[src/rtl/rv16_ex_mem_reg.sv]
// rv16_ex_mem_reg
//   EX->MEM pipeline register that sits directly after rv16_alu. It captures
//   the ALU result, flags and decoded control into a two-entry valid/ready
//   buffer made of an output register and a skid register. The stage also
//   resolves conditional branches from the ALU compare result, raises a
//   one-cycle fetch redirect, flags signed-overflow traps and counts
//   back-pressure stall cycles.
//
// Ports
//   i_clk, i_rst_n          clock (rising edge), async active-low reset
//   i_valid / o_ready       upstream handshake (o_ready is registered)
//   i_alu_result, i_alu_overflow, i_rd, i_reg_write, i_mem_read,
//   i_mem_write, i_store_data, i_is_branch, i_trap_ovf, i_pc,
//   i_branch_offset         incoming instruction fields
//   i_flush                 drop every buffered and incoming entry
//   o_valid / i_ready       downstream handshake
//   o_result, o_rd, o_reg_write, o_mem_read, o_mem_write, o_store_data,
//   o_exc_ovf               registered output entry
//   o_redirect, o_redirect_pc  one-cycle taken-branch pulse and target
//   o_stall_cnt             saturating count of o_valid & ~i_ready cycles

module rv16_ex_mem_reg #(
  parameter int unsigned XLEN       = 32,
  parameter int unsigned REG_ADDR_W = 5,
  parameter int unsigned CNT_W      = 16
) (
  input  logic                  i_clk,
  input  logic                  i_rst_n,
  input  logic                  i_valid,
  output logic                  o_ready,
  input  logic [XLEN-1:0]       i_alu_result,
  input  logic                  i_alu_overflow,
  input  logic [REG_ADDR_W-1:0] i_rd,
  input  logic                  i_reg_write,
  input  logic                  i_mem_read,
  input  logic                  i_mem_write,
  input  logic [XLEN-1:0]       i_store_data,
  input  logic                  i_is_branch,
  input  logic                  i_trap_ovf,
  input  logic [XLEN-1:0]       i_pc,
  input  logic [XLEN-1:0]       i_branch_offset,
  input  logic                  i_flush,
  output logic                  o_valid,
  input  logic                  i_ready,
  output logic [XLEN-1:0]       o_result,
  output logic [REG_ADDR_W-1:0] o_rd,
  output logic                  o_reg_write,
  output logic                  o_mem_read,
  output logic                  o_mem_write,
  output logic [XLEN-1:0]       o_store_data,
  output logic                  o_exc_ovf,
  output logic                  o_redirect,
  output logic [XLEN-1:0]       o_redirect_pc,
  output logic [CNT_W-1:0]      o_stall_cnt
);

  typedef enum logic [1:0] {
    ST_EMPTY = 2'd0,
    ST_ONE   = 2'd1,
    ST_TWO   = 2'd2
  } state_t;

  typedef struct packed {
    logic [XLEN-1:0]       result;
    logic [REG_ADDR_W-1:0] rd;
    logic                  reg_write;
    logic                  mem_read;
    logic                  mem_write;
    logic [XLEN-1:0]       store_data;
    logic                  exc;
  } entry_t;

  state_t               state_q, state_d;
  entry_t               out_q, out_d;
  entry_t               skid_q, skid_d;
  entry_t               in_entry;
  logic                 ready_q, ready_d;
  logic                 redirect_q, redirect_d;
  logic [XLEN-1:0]      redirect_pc_q, redirect_pc_d;
  logic [CNT_W-1:0]     stall_cnt_q, stall_cnt_d;

  logic                 out_valid;
  logic                 accept;
  logic                 pop;
  logic                 taken;

  assign out_valid = (state_q != ST_EMPTY);
  assign accept    = i_valid & ready_q;
  assign pop       = out_valid & i_ready;
  assign taken     = i_is_branch & i_alu_result[0];

  // A trapping instruction must not retire architectural writes, so the
  // write enables are killed at capture time rather than downstream.
  always_comb begin
    in_entry            = '0;
    in_entry.exc        = i_trap_ovf & i_alu_overflow;
    in_entry.result     = i_alu_result;
    in_entry.rd         = i_rd;
    in_entry.reg_write  = i_reg_write & ~in_entry.exc;
    in_entry.mem_read   = i_mem_read;
    in_entry.mem_write  = i_mem_write & ~in_entry.exc;
    in_entry.store_data = i_store_data;
  end

  // Buffer control: output register holds the head, skid holds the second
  // entry; o_ready is computed from the next state so it is a plain flop.
  always_comb begin
    state_d = state_q;
    out_d   = out_q;
    skid_d  = skid_q;

    case (state_q)
      ST_EMPTY: begin
        if (accept) begin
          out_d   = in_entry;
          state_d = ST_ONE;
        end
      end
      ST_ONE: begin
        if (accept && pop) begin
          out_d   = in_entry;
        end else if (accept) begin
          skid_d  = in_entry;
          state_d = ST_TWO;
        end else if (pop) begin
          state_d = ST_EMPTY;
        end
      end
      ST_TWO: begin
        if (pop) begin
          out_d   = skid_q;
          state_d = ST_ONE;
        end
      end
      default: begin
        state_d = ST_EMPTY;
      end
    endcase

    // Flush wins over any simultaneous accept or pop.
    if (i_flush) begin
      state_d = ST_EMPTY;
    end

    ready_d = (state_d != ST_TWO);
  end

  // Redirect pulse comes only from a taken branch actually entering the
  // buffer; an already-pending pulse is left alone by flush.
  always_comb begin
    redirect_d    = 1'b0;
    redirect_pc_d = redirect_pc_q;
    if (accept && taken && !i_flush) begin
      redirect_d    = 1'b1;
      redirect_pc_d = i_pc + i_branch_offset;
    end
  end

  always_comb begin
    stall_cnt_d = stall_cnt_q;
    if (out_valid && !i_ready && (stall_cnt_q != '1)) begin
      stall_cnt_d = stall_cnt_q + 1'b1;
    end
  end

  always_ff @(posedge i_clk or negedge i_rst_n) begin
    if (!i_rst_n) begin
      state_q       <= ST_EMPTY;
      out_q         <= '0;
      skid_q        <= '0;
      ready_q       <= 1'b1;
      redirect_q    <= 1'b0;
      redirect_pc_q <= '0;
      stall_cnt_q   <= '0;
    end else begin
      state_q       <= state_d;
      out_q         <= out_d;
      skid_q        <= skid_d;
      ready_q       <= ready_d;
      redirect_q    <= redirect_d;
      redirect_pc_q <= redirect_pc_d;
      stall_cnt_q   <= stall_cnt_d;
    end
  end

  assign o_ready       = ready_q;
  assign o_valid       = out_valid;
  assign o_result      = out_q.result;
  assign o_rd          = out_q.rd;
  assign o_reg_write   = out_q.reg_write;
  assign o_mem_read    = out_q.mem_read;
  assign o_mem_write   = out_q.mem_write;
  assign o_store_data  = out_q.store_data;
  assign o_exc_ovf     = out_q.exc;
  assign o_redirect    = redirect_q;
  assign o_redirect_pc = redirect_pc_q;
  assign o_stall_cnt   = stall_cnt_q;

endmodule

[config.mk]
export PLATFORM = sky130hd
export DESIGN_NAME = rv16_ex_mem_reg
export DESIGN_NICKNAME = d
export VERILOG_FILES = /design/src/rtl/rv16_ex_mem_reg.sv
export SDC_FILE = /design/constraint.sdc
export NUM_CORES = 1
export LEC_CHECK = 0
export BUFFER_PORTS_ARGS = -buffer_cell sky130_fd_sc_hd__buf_4
export CAP_MARGIN = 30
export CELL_PAD_IN_SITES_DETAIL_PLACEMENT = 0
export CELL_PAD_IN_SITES_GLOBAL_PLACEMENT = 1
export CORE_UTILIZATION = 42
export DETAILED_ROUTE_END_ITERATION = 16
export PLACE_DENSITY_LB_ADDON = 0.1
export SYNTH_ARGS = -nofsm -noshare
export SYNTH_HDL_FRONTEND = slang
export SYNTH_SLANG_ARGS = --single-unit
[constraint.sdc]
create_clock -name i_clk -period 5.5 [get_ports i_clk]
set_input_delay 0.825 -clock i_clk [delete_from_list [all_inputs] [get_ports i_clk]]
set_output_delay 0.825 -clock i_clk [all_outputs]
set_load 0.03 [all_outputs]
==> impl_metrics.toml, run 1 <==
[outcome]
outcome = "finished, final reports clean"

[final_layout]
area_delta_synth_final_pct = 29.6
final_cells = 1643
drive_gt1_frac = 0.236
num-nets-final = 1527
n_fill_cell = 2094
antenna-diode-count = 0
final_area_um2 = 12500

[drt]
via_per_inst = 5.00
via_count = 8223
routed_wl_um = 25200
dr.first_iter.drc_count = 379
dr.pass1.iters = 5
drc_errors = 0
wl_per_cell_um = 15.3
ant_nets = 0

[power]
swShare = 0.352
seq_power_share = 0.424
power.leakage_nw = 6.23
p_int_mw = 2.99
p_sw_mw = 1.63
comb_power_share = 0.290
pwr-share-clk = 0.286
ir_drop_v = 0.000233
powerDensity_nw_per_um2 = 371

[timing]
worst_pin_slew_ps = 987
fmax_mhz = 306
tns_ps = 0
holdWs_ps = 402
min_period_ps = 3260
period_share = 0.593
finalClockSkew_ps = 10.9
hold_viol = 0
slew_violations = 0
layout_setup_ws_ps = 2240
setup-violations-final = 0
rsz0062_at_grt = "no"
max_slew_margin = 0.342

[floorplan]
fp.dieH_um = 153
io_pins = 268
die_x_um = 153
coreArea_um2 = 22200
start_util = 0.434
dieArea_um2 = 23500
row_count = 54

[clock_network]
cts_tree = "done"
cts_max_level = 4
path_clk_slew_ps = 80
insertion_delay_ps = 430
cts_resized = 0
cts_made_buffers = 17
cts.sinks = 198
clockBufferDepth = 2
cts-root-buf = "clkbuf_16"
hold_buffers = 0
cts_setup_buffers = 0

[grt]
grt_usage = 0.220
grt_max_degree = 124
grt_pass1_vias = 7960
antenna_found_initial = 0
gr-total-overflow = 0
grt_pass1_wl_um = 41000

[worst_setup_path]
critical_path_class = "in2reg"
end_kind = "flip-flop"
cp_data_required_time_ps = 5780
critPathLaunchType = "input pin"
cp_max_fo = 4
worstPathArrival_ps = 3540

[synth]
synth_seq_cells = 198
post_synth_num_cell_types = 54
synth.avg_cell_area_um2 = 8.59
syn-cell-area_um2 = 9620
synthArstFlopShare = 1.00
synth_top_area_share = 0.513
yosysTopAreaCell = "dfrtp_1"
ys_top_cells_by_area = "dfrtp_1 (51%), nand2_1 (16%), a31oi_1 (4.8%)"
synthFlopType = "dfrtp_1"
yosysSeqAreaShare = 0.515
syn_inst = 1120
synth_edf_count = 0
yosys_warnings = 0
syn-num-nets = 1297

[worst_hold_path]
hold_class = "in2async"

[placement]
place_area_um2 = 11800
dp_cells = 1611
dp_hpwl_um = 17500
io_buffers = 267
gp_congestion = 0.864
post-place-ws_ps = 1860

[run]
cap_violations = 0
-- metal layers --
layer,global-route usage,vias up,part of all wire
met5,0,-,0
met4,0.0582,0,0.013
met3,0.0593,17,0.064
met2,0.363,212,0.47
met1,0.283,3787,0.45
li1,-,4207,-
-- cell usage after synthesis (2+ instances only) --
cell type	n
nand2_1	416
dfrtp_1	197
nor2_1	94
a31oi_1	74
clkbuf_1	52
a21oi_1	44
o21ai_0	39
ha_1	32
xnor2_1	24
xor2_1	17
a21o_1	14
nand4_1	12
inv_1	11
nand3_1	7
and3_1	6
buf_1	5
o211ai_1	5
o21a_1	5
o31ai_1	5
and2_1	4
nor2b_1	4
and4_1	3
buf_2	3
nor3_1	3
o2111ai_1	3
o21bai_1	3
or4_1	3
a211o_1	2
a211oi_1	2
a311oi_1	2
buf_4	2
mux2_2	2
nand2b_1	2
o31a_1	2
or3_1	2
-- sequential cells by signal (all words and copies together), names as in the netlist --
signal         count
o_ready            1
o_mem_read         1
skid_q            73
o_reg_write        1
o_redirect         1
o_rd               5
o_redirect_pc     32
o_mem_write        1
o_exc_ovf          1
o_store_data      32
state_q            2
o_result          32
o_stall_cnt       16
-- power groups by stage --
stage          Combinational, mW  Clock, mW  Sequential, mW
2_1_floorplan              0.482          0            2.29
3_3_place_gp                1.34          0            1.97
3_5_place_dp                1.36          0            1.98
4_1_cts                     1.36       1.35            1.96
5_1_grt                     1.47       1.41            2.00
6_report                    1.34       1.32            1.96
-- cell type report --
type / count / area [µm²] / area share
tap: 280 / 350 / 0.0281
clock inverter: 15 / 204 / 0.0164
multi-input combinational: 846 / 4380 / 0.352
inverter: 12 / 45.0 / 0.00361
sequential: 198 / 4960 / 0.398
clock buffer: 17 / 425 / 0.0341
timing repair buffer: 275 / 2100 / 0.168
-- cells by family after synthesis --
kind of cell | after synthesis | share of synthesized area
XOR/XNOR | 41 | 0.0373
buffers and inverters | 76 | 0.0317
flip-flops | 198 | 0.515
multiplexers | 3 | 0.00338
AND/OR/NAND/NOR | 559 | 0.231
adder cells (fa/ha/maj) | 33 | 0.0437
AO/OA/AOI/OAI | 210 | 0.137
-- critical path, stage by stage --
cell	delay [ps]
buf_4	110
ha_1	230
fa_1	420
a21o_1	230
a311oi_1	350
o21ai_0	270
a41oi_1	470
o2111ai_1	200
a31oi_1	220
xor2_1	150
o21ai_0	80
-- stage by stage --
stage,utilization,power (mW)
final,0.562,4.62
after global routing,0.562,4.88
after CTS,0.562,4.67
after detailed placement,0.534,3.34
after global placement,0.533,3.31
after floorplan,-,2.77
-- worst paths after layout --
path	end	slack [ps]	from	cells after the start
setup / recovery	o_redirect_pc[28]	2240	i_pc[0]	11
hold / removal	o_store_data[21]	400	i_rst_n	1
setup reg to reg	o_redirect_pc[29]	2860	o_ready	7
hold reg to reg	skid_q[67]	480	skid_q[67]	2
max in group asynchronous	o_result[21]	3980	i_rst_n	2
min in group i_clk	skid_q[67]	480	skid_q[67]	2
-- cell usage in the layout, fill, tap and decap left out, types with 7 or more instances in the layout --
cell type  count
clkbuf_16     17
nor2_1        94
o21ai_0       39
a21o_1        14
nand3_1        7
ha_1          32
dfrtp_1      197
a31oi_1       74
nand4_1       12
nand2_1      415
a21oi_1       44
buf_4        272
xnor2_1       24
inv_1         11
xor2_1        17
No activity file was read; power rests on OpenSTA's default activity.
==> inputs of run 2 (changes only) <==
Settings changed: CORE_UTILIZATION 42 to 35.
Clock period 5.5 ns to 2.9 ns, I/O delays scaled along.
==> run 2 against run 1 <==
Effect of this change: core utilization decreased by 8.8 points; worst setup slack got worse by 1900 ps; global-route usage decreased by 2.5 points; clock skew increased by 7.4 ps; largest cell class unchanged; die area increased by 20%; via count increased by 1.5%; sequential share of layout area decreased by 1.0 points; first-iteration DRC count increased by 5.3%.
==> impl_metrics.toml, run 2 (synthesis gave the netlist of run 1 again) <==
[worst_setup_path]
cp_slowest_cell = "fa_1"
crit_buf_inv = 2
worstPathArrival_ps = 2830
slowest_delay_ps = 420
cp_data_required_time_ps = 3200
critPathTopFamily = "compound AO/OA/AOI/OAI gates"
end_kind = "flip-flop"
crit_chain = "buf_4 > ha_1 > fa_1 > a21o_1 > a311oi_1 > buf_4 > o21ai_0 > a41oi_1 > o2111ai_1 > a31oi_1 > xor2_1 > o21ai_0"
cp_max_fo = 2
critPathLaunchType = "input pin"
critical_path_class = "in2reg"
r2r_slack_ps = 490

[power]
total_power_mw = 8.72
power.leakage_nw = 6.38
powerDensity_nw_per_um2 = 682
ir_drop_v = 0.000498

[placement]
dp_hpwl_um = 18700
post-place-ws_ps = -93.1
gp_congestion = 0.839
io_buffers = 267

[floorplan]
die_x_um = 168
io_pins = 268
fp.dieH_um = 168
dieArea_um2 = 28100
start_util = 0.357
row_count = 60
coreArea_um2 = 27000

[grt]
antenna_found_initial = 0
grt_usage = 0.194
gr-total-overflow = 0
grt_pass1_vias = 8127
grt_max_degree = 127
grt_pass1_wl_um = 43400

[final_layout]
area_delta_synth_final_pct = 33.0
final_common_cell = "nand2_1"
n_fill_cell = 2735
regArea_um2 = 4960
drive_gt1_frac = 0.252
largest_reg_flops = 73
most-common-layout-cells = "nand2_1 (415), buf_4 (301), dfrtp_1 (197)"
num-nets-final = 1560
top_register = "skid_q"
antenna-diode-count = 0
multiInputGateArea_um2 = 4380
final_util = 0.475

[drt]
via_count = 8343
wl_per_cell_um = 15.4
dr.first_iter.drc_count = 399
ant_nets = 0
via_per_inst = 4.80
drc_errors = 0
routed_wl_um = 26700
dr.pass1.iters = 4

[timing]
worst_pin_slew_ps = 786
hold_viol = 0
finalClockSkew_ps = 18.3
max_slew_margin = 0.476
setup-violations-final = 0
layout_setup_ws_ps = 366
min_period_ps = 2530
fmax_mhz = 395
period_share = 0.874
rsz0062_at_grt = "no"
slew_violations = 0

[clock_network]
cts_tree = "done"
clockBufferDepth = 2
cts.sinks = 198
cts_resized = 0
cts_made_buffers = 17
cts_setup_buffers = 0
path_clk_slew_ps = 70
cts-root-buf = "clkbuf_16"
cts_max_level = 4
insertion_delay_ps = 440

[worst_hold_path]
hold_class = "in2reg"

[outcome]
outcome = "finished, final reports clean"

[run]
cap_violations = 0
==> run 2: changes by cell type in the layout (fill, tap and decap cells not counted), sizes merged <==
| cell | change |
|---|---|
| clkbuf | +2 |
| dlygate4sd3 | +1 |
| bufinv | -2 |
| buf | +32 |
==> run 2: worst paths after layout <==
| kind | to | startpoint | cells past startpoint |
|---|---|---|---|
| hold / removal | state_q[0] | i_flush | 2 |
| hold reg to reg | skid_q[65] | skid_q[65] | 2 |
| max in group asynchronous | o_result[21] | i_rst_n | 3 |
| min in group asynchronous | o_store_data[24] | i_rst_n | 2 |
| setup / recovery | o_redirect_pc[28] | i_pc[0] | 12 |
| setup reg to reg | o_stall_cnt[9] | o_stall_cnt[7] | 8 |
==> run 2: routing by layer <==
metal,vias to the layer above,track usage,share of wire
met5,-,0,0
met4,0,0.0367,0.0070
li1,4261,-,-
met2,186,0.320,0.47
met1,3887,0.256,0.46
met3,9,0.0539,0.062
==> run 2: cell type report <==
cell class	instances	area share
clock inverters	13	0.0120
multi-input cells	846	0.343
repair buffers	308	0.186
inverters	12	0.00352
flip-flops and latches	198	0.387
well taps	341	0.0334
clock buffers	19	0.0346
==> run 2: power breakdown <==
part           switching, mW  internal (mW)  leakage (nW)  total, mW
sequential             0.353           3.35          2.39       3.71
clock                   1.22           1.19         0.291       2.41
combinational           1.57           1.04          3.70       2.61
==> run 2: what timing repair did <==
| item | CTS | global route |
|---|---|---|
| endpoints found under the setup margin | 0 | 0 |
| endpoints found under the hold margin | 54 | 0 |
| hold buffers | 1 | 0 |
==> run 2: through the flow <==
step	instances	cell area (µm²)	TNS [ps]	hold WS, ps
floorplan	1120	9620	0	139
global placement	1704	12200	-274	443
detailed placement	1704	12200	-353	437
CTS	1737	12800	0	163
global route	1737	12800	0	169
finish	1737	12800	0	185
==> inputs of run 3 (changes only) <==
Settings changed: PLACE_DENSITY set to 0.79, PLACE_DENSITY_LB_ADDON 0.1 to unset.
==> run 3 against run 2 <==
Effect of this change: the flow now finishes with violations (hold timing); global-route usage hardly changed; via count rose by 2.4%; count of clock-buffer cells in the layout shrank 1; core utilization fell by 0.13 points; wire length about the same; total power barely moved; clock skew fell by 2.4 ps; maximum frequency decreased by 2.0%; worst hold slack got worse by 200 ps; sequential share of layout area grew 0.11 points.
==> impl_metrics.toml, run 3 (synthesis gave the netlist of run 1 again) <==
[floorplan]
coreArea_um2 = 27000
dieArea_um2 = 28100
fp.dieH_um = 168
start_util = 0.357
row_count = 60
io_pins = 268
die_x_um = 168

[final_layout]
largest_reg_flops = 73
drive_gt1_frac = 0.249
most-common-layout-cells = "nand2_1 (415), buf_4 (293), dfrtp_1 (197)"
area_delta_synth_final_pct = 32.6
final_common_cell = "nand2_1"
top_register = "skid_q"
final_cells = 1731
num-nets-final = 1553
n_fill_cell = 2593

[timing]
hold_viol = 8
max_slew_margin = 0.598
layout_setup_ws_ps = 315
period_share = 0.892
fmax_mhz = 387
setup-violations-final = 0
worst_pin_slew_ps = 603
min_period_ps = 2590
slew_violations = 0
rsz0062_at_grt = "no"
holdWs_ps = -20.2
finalClockSkew_ps = 15.9

[worst_setup_path]
crit_start = "i_pc[0]"
crit_chain = "buf_4 > ha_1 > fa_1 > a21o_1 > a311oi_1 > o21ai_0 > a41oi_1 > buf_4 > o2111ai_1 > a31oi_1 > xor2_1 > o21ai_0"
cp_data_required_time_ps = 3210
rr_worst_depth = 6
r2r-start = "o_ready"
r2r_slack_ps = 660
end_kind = "flip-flop"
slowest_delay_ps = 410
cp_slowest_cell = "fa_1"
worstPathArrival_ps = 2900
critPathLaunchType = "input pin"
critical_path_class = "in2reg"
cp_max_fo = 2

[grt]
grt_max_degree = 115
gr-total-overflow = 0
grt_pass1_wl_um = 43400
grt_pass1_vias = 8239
antenna_found_initial = 1
grt_usage = 0.194

[clock_network]
cts_made_buffers = 17
cts_resized = 0
cts.sinks = 198
clockBufferDepth = 2
cts_max_level = 4
path_clk_slew_ps = 80
cts-root-buf = "clkbuf_16"
insertion_delay_ps = 430
cts_setup_buffers = 0
hold_buffers = 0
cts_tree = "done"

[drt]
drc_errors = 0
via_count = 8547
ant_nets = 0
wl_per_cell_um = 15.4
routed_wl_um = 26700
via_per_inst = 4.94
dr.pass1.iters = 5
dr.first_iter.drc_count = 631

[power]
ir_drop_v = 0.000342
power.leakage_nw = 6.35
powerDensity_nw_per_um2 = 684
total_power_mw = 8.72

[placement]
dp_hpwl_um = 18900
io_buffers = 267
gp_congestion = 0.856
post-place-ws_ps = -135
dp_cells = 1698

[outcome]
outcome = "finished with violations"
failed_checks = "hold timing"

[run]
cap_violations = 0

[worst_hold_path]
hold_class = "in2async"
[run 3: changes by cell type in the layout (fill, tap and decap cells not counted), sizes merged]
cell	previous run	this run
buf	306	300
bufinv	0	1
clkbuf	20	19
clkinv	7	5
clkinvlp	0	1
diode	0	2
dlygate4sd3	1	0
[run 3: worst paths after layout]
kind                                     endpoint
min in group i_clk                     state_q[0]
worst min register to register          skid_q[2]
worst max register to register  o_redirect_pc[31]
worst max-delay path            o_redirect_pc[28]
worst min-delay path             o_store_data[21]
max in group asynchronous              skid_q[51]
[run 3: per-stage QoR]
stage               area (µm²)   util  hold slack [ps]  setup TNS [ps]
detailed placement       12200  0.451              462            -436
global route             12800  0.473             15.9               0
global placement         12200  0.451              457            -276
floorplan                 9620      -              139               0
CTS                      12800  0.473             12.8               0
finish                   12800  0.473            -20.2               0
[run 3: layer usage]
metal / vias up / share of wire / track usage
met4: 0 / 0.0074 / 0.0411
li1: 4268 / - / -
met3: 13 / 0.065 / 0.0506
met2: 245 / 0.48 / 0.319
met1: 4021 / 0.45 / 0.256
met5: - / 0 / 0
[run 3: area by class of cell]
cell class / instances / area (µm²) / area share
inverter: 12 / 45.0 / 0.00353
antenna: 2 / 5.00 / 0.000392
sequential: 198 / 4960 / 0.389
clock inverter: 13 / 156 / 0.0123
clock buffer: 18 / 429 / 0.0336
multi-input combinational: 846 / 4380 / 0.344
timing repair buffer: 301 / 2350 / 0.185
tap: 341 / 427 / 0.0334
[run 3: report_power, final]
group | leakage [nW] | switching (mW) | internal (mW) | total [mW]
Combinational | 3.67 | 1.59 | 1.04 | 2.62
Sequential | 2.39 | 0.360 | 3.35 | 3.71
Clock | 0.285 | 1.16 | 1.23 | 2.39
Total | 6.35 | 3.10 | 5.62 | 8.72
[run 3: worst max-delay path, delay by kind of cell]
family          cells  cell delay (ps)
compound gates      7             1430
xor+xnor            1              160
fa+ha+maj           2              620
buf+inv             2              260
